===== config.mk =====
export PLATFORM = sky130hd
export DESIGN_NAME = mem_march_bist_flat
export DESIGN_NICKNAME = d
export VERILOG_FILES = /design/src/rtl/mem_march_bist_if.sv /design/src/rtl/mem_march_bist.sv /design/src/flat_wrapper.sv
export SDC_FILE = /design/constraint.sdc
export NUM_CORES = 1
export LEC_CHECK = 0
export CAP_MARGIN = 40
export CORE_MARGIN = 10
export CORE_UTILIZATION = 40
export CTS_CLUSTER_DIAMETER = 120
export DETAILED_ROUTE_END_ITERATION = 8
export DONT_BUFFER_PORTS = 1
export PLACE_DENSITY = 0.51
export RECOVER_POWER = 100
export SYNTH_ARGS = -nofsm -noshare
export SYNTH_HDL_FRONTEND = slang
export SYNTH_SLANG_ARGS = --single-unit

===== constraint.sdc =====
create_clock -name clk -period 2.6 [get_ports clk]
set_input_delay 0.52 -clock clk [delete_from_list [all_inputs] [get_ports clk]]
set_output_delay 0.52 -clock clk [all_outputs]
set_load 0.03 [all_outputs]

===== src/rtl/mem_march_bist_if.sv =====
// Single read/write port between the BIST sequencer and the memory macro.
// mem_rdata returns the word addressed by a read strobe one cycle later.
interface mem_march_bist_if #(
  parameter int unsigned ADDR_BITS = 4,
  parameter int unsigned DATA_BITS = 8
);
  logic [ADDR_BITS-1:0] mem_addr;
  logic                 mem_we;
  logic                 mem_re;
  logic [DATA_BITS-1:0] mem_wdata;
  logic [DATA_BITS-1:0] mem_rdata;

  // BIST drives the port
  modport master (
    output mem_addr,
    output mem_we,
    output mem_re,
    output mem_wdata,
    input  mem_rdata
  );

  // Memory answers on the port
  modport slave (
    input  mem_addr,
    input  mem_we,
    input  mem_re,
    input  mem_wdata,
    output mem_rdata
  );
endinterface


===== src/rtl/mem_march_bist.sv =====
// March C- BIST sequencer. Takes over the memory port on a start pulse, walks
// E0..E5 one op per cycle, compares each read on the following cycle, and
// reports pass/fail, the first failing address/element and a saturating
// mismatch count.
module mem_march_bist #(
  parameter int unsigned ADDR_BITS = 4,
  parameter int unsigned DATA_BITS = 8,
  parameter int unsigned CNT_BITS  = 8
) (
  input  logic                 clk,
  input  logic                 rst_n,
  input  logic                 start,
  input  logic                 abort,
  input  logic [DATA_BITS-1:0] bg,
  mem_march_bist_if.master     mem,
  output logic                 busy,
  output logic                 done,
  output logic                 fail,
  output logic [ADDR_BITS-1:0] fail_addr,
  output logic [2:0]           fail_elem,
  output logic [CNT_BITS-1:0]  err_count
);

  typedef enum logic [1:0] {StIdle, StRun, StFlush} state_e;

  localparam logic [ADDR_BITS-1:0] AddrMax = '1;
  localparam logic [ADDR_BITS-1:0] AddrOne = 1;
  localparam logic [CNT_BITS-1:0]  CntMax  = '1;
  localparam logic [CNT_BITS-1:0]  CntOne  = 1;

  state_e               state_q;
  logic [DATA_BITS-1:0] bg_q;
  logic [2:0]           elem_q;
  // The registered port outputs double as the march position: addr_q is the
  // address counter and we_q/re_q tell which half of an element we are in.
  logic [ADDR_BITS-1:0] addr_q;
  logic                 we_q;
  logic                 re_q;
  logic [DATA_BITS-1:0] wdata_q;

  logic                 cmp_valid_q;
  logic [DATA_BITS-1:0] cmp_exp_q;
  logic [ADDR_BITS-1:0] cmp_addr_q;
  logic [2:0]           cmp_elem_q;

  logic                 down;
  logic                 at_term;
  logic [2:0]           nxt_elem;
  logic [ADDR_BITS-1:0] nxt_addr;
  logic                 nxt_we;
  logic                 nxt_end;
  logic [DATA_BITS-1:0] nxt_wdata;
  logic [DATA_BITS-1:0] rd_exp;
  logic                 mismatch;

  assign mem.mem_addr  = addr_q;
  assign mem.mem_we    = we_q;
  assign mem.mem_re    = re_q;
  assign mem.mem_wdata = wdata_q;

  // Next march position and the data patterns for the current/next op
  always_comb begin
    down      = (elem_q == 3'd3) || (elem_q == 3'd4);
    at_term   = down ? (addr_q == '0) : (addr_q == AddrMax);
    nxt_elem  = elem_q;
    nxt_addr  = addr_q;
    nxt_we    = 1'b0;
    nxt_end   = 1'b0;
    if (re_q && (elem_q != 3'd5)) begin
      // read half of a read-then-write element: write the same address next
      nxt_we = 1'b1;
    end else if (at_term) begin
      if (elem_q == 3'd5) begin
        nxt_end = 1'b1;
      end else begin
        // every element after E0 opens with a read; E3/E4 walk downwards
        nxt_elem = elem_q + 3'd1;
        nxt_addr = ((elem_q == 3'd2) || (elem_q == 3'd3)) ? AddrMax : '0;
      end
    end else begin
      nxt_addr = down ? (addr_q - AddrOne) : (addr_q + AddrOne);
      nxt_we   = (elem_q == 3'd0);
    end
    nxt_wdata = ((nxt_elem == 3'd1) || (nxt_elem == 3'd3)) ? ~bg_q : bg_q;
    rd_exp    = ((elem_q == 3'd2) || (elem_q == 3'd4)) ? ~bg_q : bg_q;
    mismatch  = cmp_valid_q && (mem.mem_rdata != cmp_exp_q);
  end

  // Sequencer FSM, port outputs, compare pipeline and result registers
  always_ff @(posedge clk or negedge rst_n) begin
    if (!rst_n) begin
      state_q     <= StIdle;
      bg_q        <= '0;
      elem_q      <= '0;
      addr_q      <= '0;
      we_q        <= 1'b0;
      re_q        <= 1'b0;
      wdata_q     <= '0;
      cmp_valid_q <= 1'b0;
      cmp_exp_q   <= '0;
      cmp_addr_q  <= '0;
      cmp_elem_q  <= '0;
      busy        <= 1'b0;
      done        <= 1'b0;
      fail        <= 1'b0;
      fail_addr   <= '0;
      fail_elem   <= '0;
      err_count   <= '0;
    end else begin
      case (state_q)
        StIdle: begin
          if (start && !abort) begin
            state_q     <= StRun;
            bg_q        <= bg;
            elem_q      <= '0;
            addr_q      <= '0;
            we_q        <= 1'b1;
            re_q        <= 1'b0;
            wdata_q     <= bg;
            cmp_valid_q <= 1'b0;
            busy        <= 1'b1;
            done        <= 1'b0;
            fail        <= 1'b0;
            fail_addr   <= '0;
            fail_elem   <= '0;
            err_count   <= '0;
          end
        end
        StRun, StFlush: begin
          if (abort) begin
            // drop whatever compare is in flight; results so far are kept
            state_q     <= StIdle;
            elem_q      <= '0;
            addr_q      <= '0;
            we_q        <= 1'b0;
            re_q        <= 1'b0;
            wdata_q     <= '0;
            cmp_valid_q <= 1'b0;
            busy        <= 1'b0;
            done        <= 1'b0;
          end else begin
            if (mismatch) begin
              if (err_count != CntMax) err_count <= err_count + CntOne;
              if (!fail) begin
                fail      <= 1'b1;
                fail_addr <= cmp_addr_q;
                fail_elem <= cmp_elem_q;
              end
            end
            cmp_valid_q <= re_q;
            cmp_exp_q   <= rd_exp;
            cmp_addr_q  <= addr_q;
            cmp_elem_q  <= elem_q;
            if (state_q == StFlush) begin
              state_q <= StIdle;
              busy    <= 1'b0;
              done    <= 1'b1;
            end else if (nxt_end) begin
              // last E5 read issued; one more cycle to compare its data
              state_q <= StFlush;
              elem_q  <= '0;
              addr_q  <= '0;
              we_q    <= 1'b0;
              re_q    <= 1'b0;
              wdata_q <= '0;
            end else begin
              elem_q  <= nxt_elem;
              addr_q  <= nxt_addr;
              we_q    <= nxt_we;
              re_q    <= !nxt_we;
              wdata_q <= nxt_we ? nxt_wdata : '0;
            end
          end
        end
        default: state_q <= StIdle;
      endcase
    end
  end

endmodule

===== src/flat_wrapper.sv =====
// flat-port wrapper written by rule: the top's interface ports become plain ports
module mem_march_bist_flat 
#(
  parameter int unsigned ADDR_BITS = 4,
  parameter int unsigned DATA_BITS = 8,
  parameter int unsigned CNT_BITS  = 8
)
  (clk, rst_n, start, abort, bg, busy, done, fail, fail_addr, fail_elem, err_count, mem_mem_addr, mem_mem_we, mem_mem_re, mem_mem_wdata, mem_mem_rdata);
  mem_march_bist_if #(.ADDR_BITS(ADDR_BITS), .DATA_BITS(DATA_BITS)) mem_i ();
  input  logic clk;
  input  logic rst_n;
  input  logic start;
  input  logic abort;
  input  logic [DATA_BITS-1:0] bg;
  output logic busy;
  output logic done;
  output logic fail;
  output logic [ADDR_BITS-1:0] fail_addr;
  output logic [2:0] fail_elem;
  output logic [CNT_BITS-1:0] err_count;
  output wire logic [$bits(mem_i.mem_addr)-1:0] mem_mem_addr;
  output wire logic [$bits(mem_i.mem_we)-1:0] mem_mem_we;
  output wire logic [$bits(mem_i.mem_re)-1:0] mem_mem_re;
  output wire logic [$bits(mem_i.mem_wdata)-1:0] mem_mem_wdata;
  input wire logic [$bits(mem_i.mem_rdata)-1:0] mem_mem_rdata;
  assign mem_mem_addr = mem_i.mem_addr;
  assign mem_mem_we = mem_i.mem_we;
  assign mem_mem_re = mem_i.mem_re;
  assign mem_mem_wdata = mem_i.mem_wdata;
  assign mem_i.mem_rdata = mem_mem_rdata;
  mem_march_bist #(.ADDR_BITS(ADDR_BITS), .DATA_BITS(DATA_BITS), .CNT_BITS(CNT_BITS)) u_core (.clk(clk), .rst_n(rst_n), .start(start), .abort(abort), .bg(bg), .mem(mem_i), .busy(busy), .done(done), .fail(fail), .fail_addr(fail_addr), .fail_elem(fail_elem), .err_count(err_count));
endmodule

==> impl_results.md <==
- Total clock buffers created by CTS: 9
- Layout cell share with drive strength beyond 1: 0.1056
- Area enclosed by the die boundary: ~13,000 um2
- Number of post-CTS setup repair buffers: 0
- Final setup violating endpoints: 0
- Actual transition at the worst max-transition pin: roughly 1600 ps
- First-pass GRT wire length: approximately 14,000 um
- Number of global-route vias before repair: about 2,500
- Total instance count after detailed placement: 449
- Die extent in x: 112.3 um
- Max Clock Freq: about 0.42 GHz
- Dominant register cell in the synthesized netlist: dfrtp_1
- Count of buffers from port buffering: 0
- Unrepaired setup endpoints after global routing: false
- Last weighted congestion value of the routability-driven placer: approximately 0.85
- Endpoint class of the critical path: flop
- Run status: complete, but fails checks
- P&R area growth vs syn: 8.122%
- Unique cell type count in the Yosys netlist: 52
- Clock Tree Root: clkbuf_8
- Filler Cell Count: around 820
- Startpoint kind of the worst setup timing path: flop
- Starting density of the core: 0.4123
- Router iterations before antenna repair: 4
- Max VDD drop: ~0.35 mV
- Number of failing hold endpoints at the final stage: 0
- Clock period minus worst slack: 2396 ps
- Die Ht: about 110 um
- Final cell count without fillers: 465
- Vias per Instance: between 5 and 6
- Sequential cell area: 1526 um2
- Area of the core region: 8258 um2
- Maximum Capacitance Violations: 1
- Final ANT Viol Nets: 0
- Cells after Synth: roughly 350
- Fraction of registers with async set/reset: 1.000
- Crit path DAT: between 2000 and 3000 ps
- Area of the multi-input gates: around 1700 um2
- Via total after detailed routing: about 2,600
- Min-delay worst type: in -> reg
- FP Rows: 33
- Deepest clock path buffer count: 2
- Pin count of the biggest net entering global routing: 62
- Library cell occupying the most area in the post-synthesis netlist: dfrtp_1
- H-tree depth: 3
- Overall power after layout: between 0.003 and 0.004 W
- Detailed router's first-iteration violation count: 160
- Yosys warnings: 0
- # DRC: 0
- Critical path type: reg -> reg
- Total global routing overflow: 0
- Share of the cycle needed by the critical path after routing: 0.9215
- Net count after synthesis: 379
- Average detailed-routed wire length per instance: 18.06 um
- Antenna fix cells: 0
- Total I/O pin count: 52
- Top fanout value on the critical path: 9
- TritonCTS clock tree: built
- GR Util All Layers: 0.1356
- Number of enable-type register cells in the synthesized netlist: 0
- Reported leakage power: between 1.5 and 2 nW
- Largest cells by area after synthesis: dfrtp_1, nand2_1, ha_1
- Total of flip-flops plus latches after synthesis: between 60 and 70
- NumNets Final: slightly below 400
- Num Clock Sinks: between 60 and 70
- Count of final max-slew check failures: between 60 and 70
- Antenna violations before repair: 0
- Critical path required time: 2850 ps
- Share of the synthesized area in the top cell type: 0.4484
- Clock Latency Late Sink: 340 ps
- Clock input transition at the sequential cells of the worst setup and hold paths: roughly 70 ps
- Area of the mapped netlist: roughly 3400 um2
- Violations in the final reports: capacitance limit, slew limit
- Slew margin rel.: -0.04029
- Overall routed net length: roughly 8400 um
- Sum of negative setup slack: 0 ps
- Setup skew after layout: 7.469 ps
- Detailed-placement wirelength estimate: around 6000 um
- Ratio of total power to cell area: between 800 and 900 nW/um2
- Share of the yosys chip area belonging to registers: 0.4484
- Mean Syn Cell Area: about 9.8 um2
==> cells in the mapped netlist (2+ instances only) <==
library cell and number:
o21a_1 3, xnor2_1 10, mux2_2 8, mux2i_2 2
o21ai_0 26, o21ai_1 2, a311oi_1 2, a2bb2oi_1 2
a21oi_1 21, nor3b_1 10, nor2_1 8, nor2b_1 4
a21o_1 6, mux2i_1 2, buf_2 2, nand4b_1 9
or3_1 3, nand2_1 53, o211ai_1 10, o31ai_1 2
ha_1 11, o211ai_2 8, and2_1 2, nand4_1 5
and3_1 3, dfrtp_1 61, inv_1 11, xor2_1 8
clkbuf_1 11, nand2b_1 5, nand3_1 14, buf_6 2
a211oi_1 2
==> final cells by class <==
class	count	area share
multi-input combinational	259	0.4684
clock inverter	5	0.01428
timing repair buffer	14	0.02107
clock buffer	10	0.03467
inverter	11	0.01122
sequential	61	0.4147
tap	105	0.03569
==> path summary, 6_finish.rpt <==
check | from | end | slack, ps | cells past startpoint
max | u_core.elem_q[0] | u_core.mem.mem_wdata[0] | 200 | 8
min | bg[0] | u_core.bg_q[0] | 330 | 1
max reg2reg | u_core.elem_q[0] | u_core.mem.mem_wdata[0] | 200 | 8
min reg2reg | u_core.cmp_addr_q[1] | u_core.cmp_addr_q[1] | 480 | 2
max in group asynchronous | rst_n | u_core.mem.mem_wdata[1] | 1110 | 1
min in group asynchronous | rst_n | u_core.fail_addr[1] | 570 | 1
==> where the power goes <==
part	internal, W	total (W)	switching [W]
Combinational	0.000336	0.000837	0.000501
Clock	0.000433	0.000818	0.000385
Sequential	0.00116	0.00151	0.000345
==> worst max-delay path: stages, from the launching register on <==
cell and delay [ps]:
dfrtp_1 440, inv_1 120, ha_1 250, mux2i_2 180, buf_4 170, mux2_4 340, o31a_1 370, and2_4 220
o211ai_1 200
==> placed cells by master, fill, tap and decap left out, drive strengths merged, types with 9 or more instances in the layout <==
| cell | n |
|---|---|
| a21oi | 21 |
| clkbuf | 18 |
| dfrtp | 61 |
| ha | 11 |
| inv | 11 |
| mux2 | 9 |
| nand2 | 53 |
| nand3 | 14 |
| nand4b | 9 |
| nor3b | 10 |
| o211ai | 18 |
| o21ai | 28 |
| xnor2 | 10 |
==> what timing repair did <==
action / in CTS / in global routing
endpoints found under the setup margin: 0 / 0
hold buffers: 1 / 0
resized for setup: 0 / 0
endpoints found under the hold margin: 61 / 0
==> state kept, by name (all words and copies together) (netlist names) <==
signal and count:
u_core.done 1, u_core.mem.mem_we 1, u_core.fail 1, u_core.cmp_exp_q 8, u_core.cmp_elem_q 3, u_core.cmp_addr_q 4, u_core.err_count 8, u_core.state_q 2
u_core.cmp_valid_q 1, u_core.fail_elem 3, u_core.elem_q 3, u_core.fail_addr 4, u_core.mem.mem_addr 4, u_core.mem.mem_wdata 8, u_core.busy 1, u_core.bg_q 8
u_core.mem.mem_re 1
==> per-layer routing <==
layer / routed length (um) / global-route usage / up-vias
met3: 515 / 0.04420 / 10
met4: 104 / 0.04822 / 0
li1: - / - / 1271
met2: 3774 / 0.1985 / 59
met5: 0 / 0 / -
met1: 4006 / 0.1821 / 1238
==> through the flow <==
stage | hold slack [ps] | cell area, um2 | worst slack [ps] | util
after floorplan | 224.4 | 3405 | 304.1 | -
after global placement | 226.4 | 3556 | 318.0 | 0.4306
after detailed placement | 226.7 | 3556 | 260.3 | 0.4306
after CTS | 47.18 | 3764 | 244.7 | 0.4558
after global routing | 309.3 | 3681 | 14.55 | 0.4458
final | 325.6 | 3681 | 204.0 | 0.4458
==> cell families (layout without fill, tap and decap cells) <==
logic type	Yosys count	in the layout	share of synthesized area
AOI/OAI and AO/OA	93	93	0.1871
xor gates and xnor gates	18	18	0.04631
adders and majority gates	12	12	0.04631
buffers and inverters	27	40	0.03491
DFF	61	61	0.4484
muxes	13	13	0.04484
and+or+nand+nor	123	123	0.1922
(Power assumes the default switching activity.)
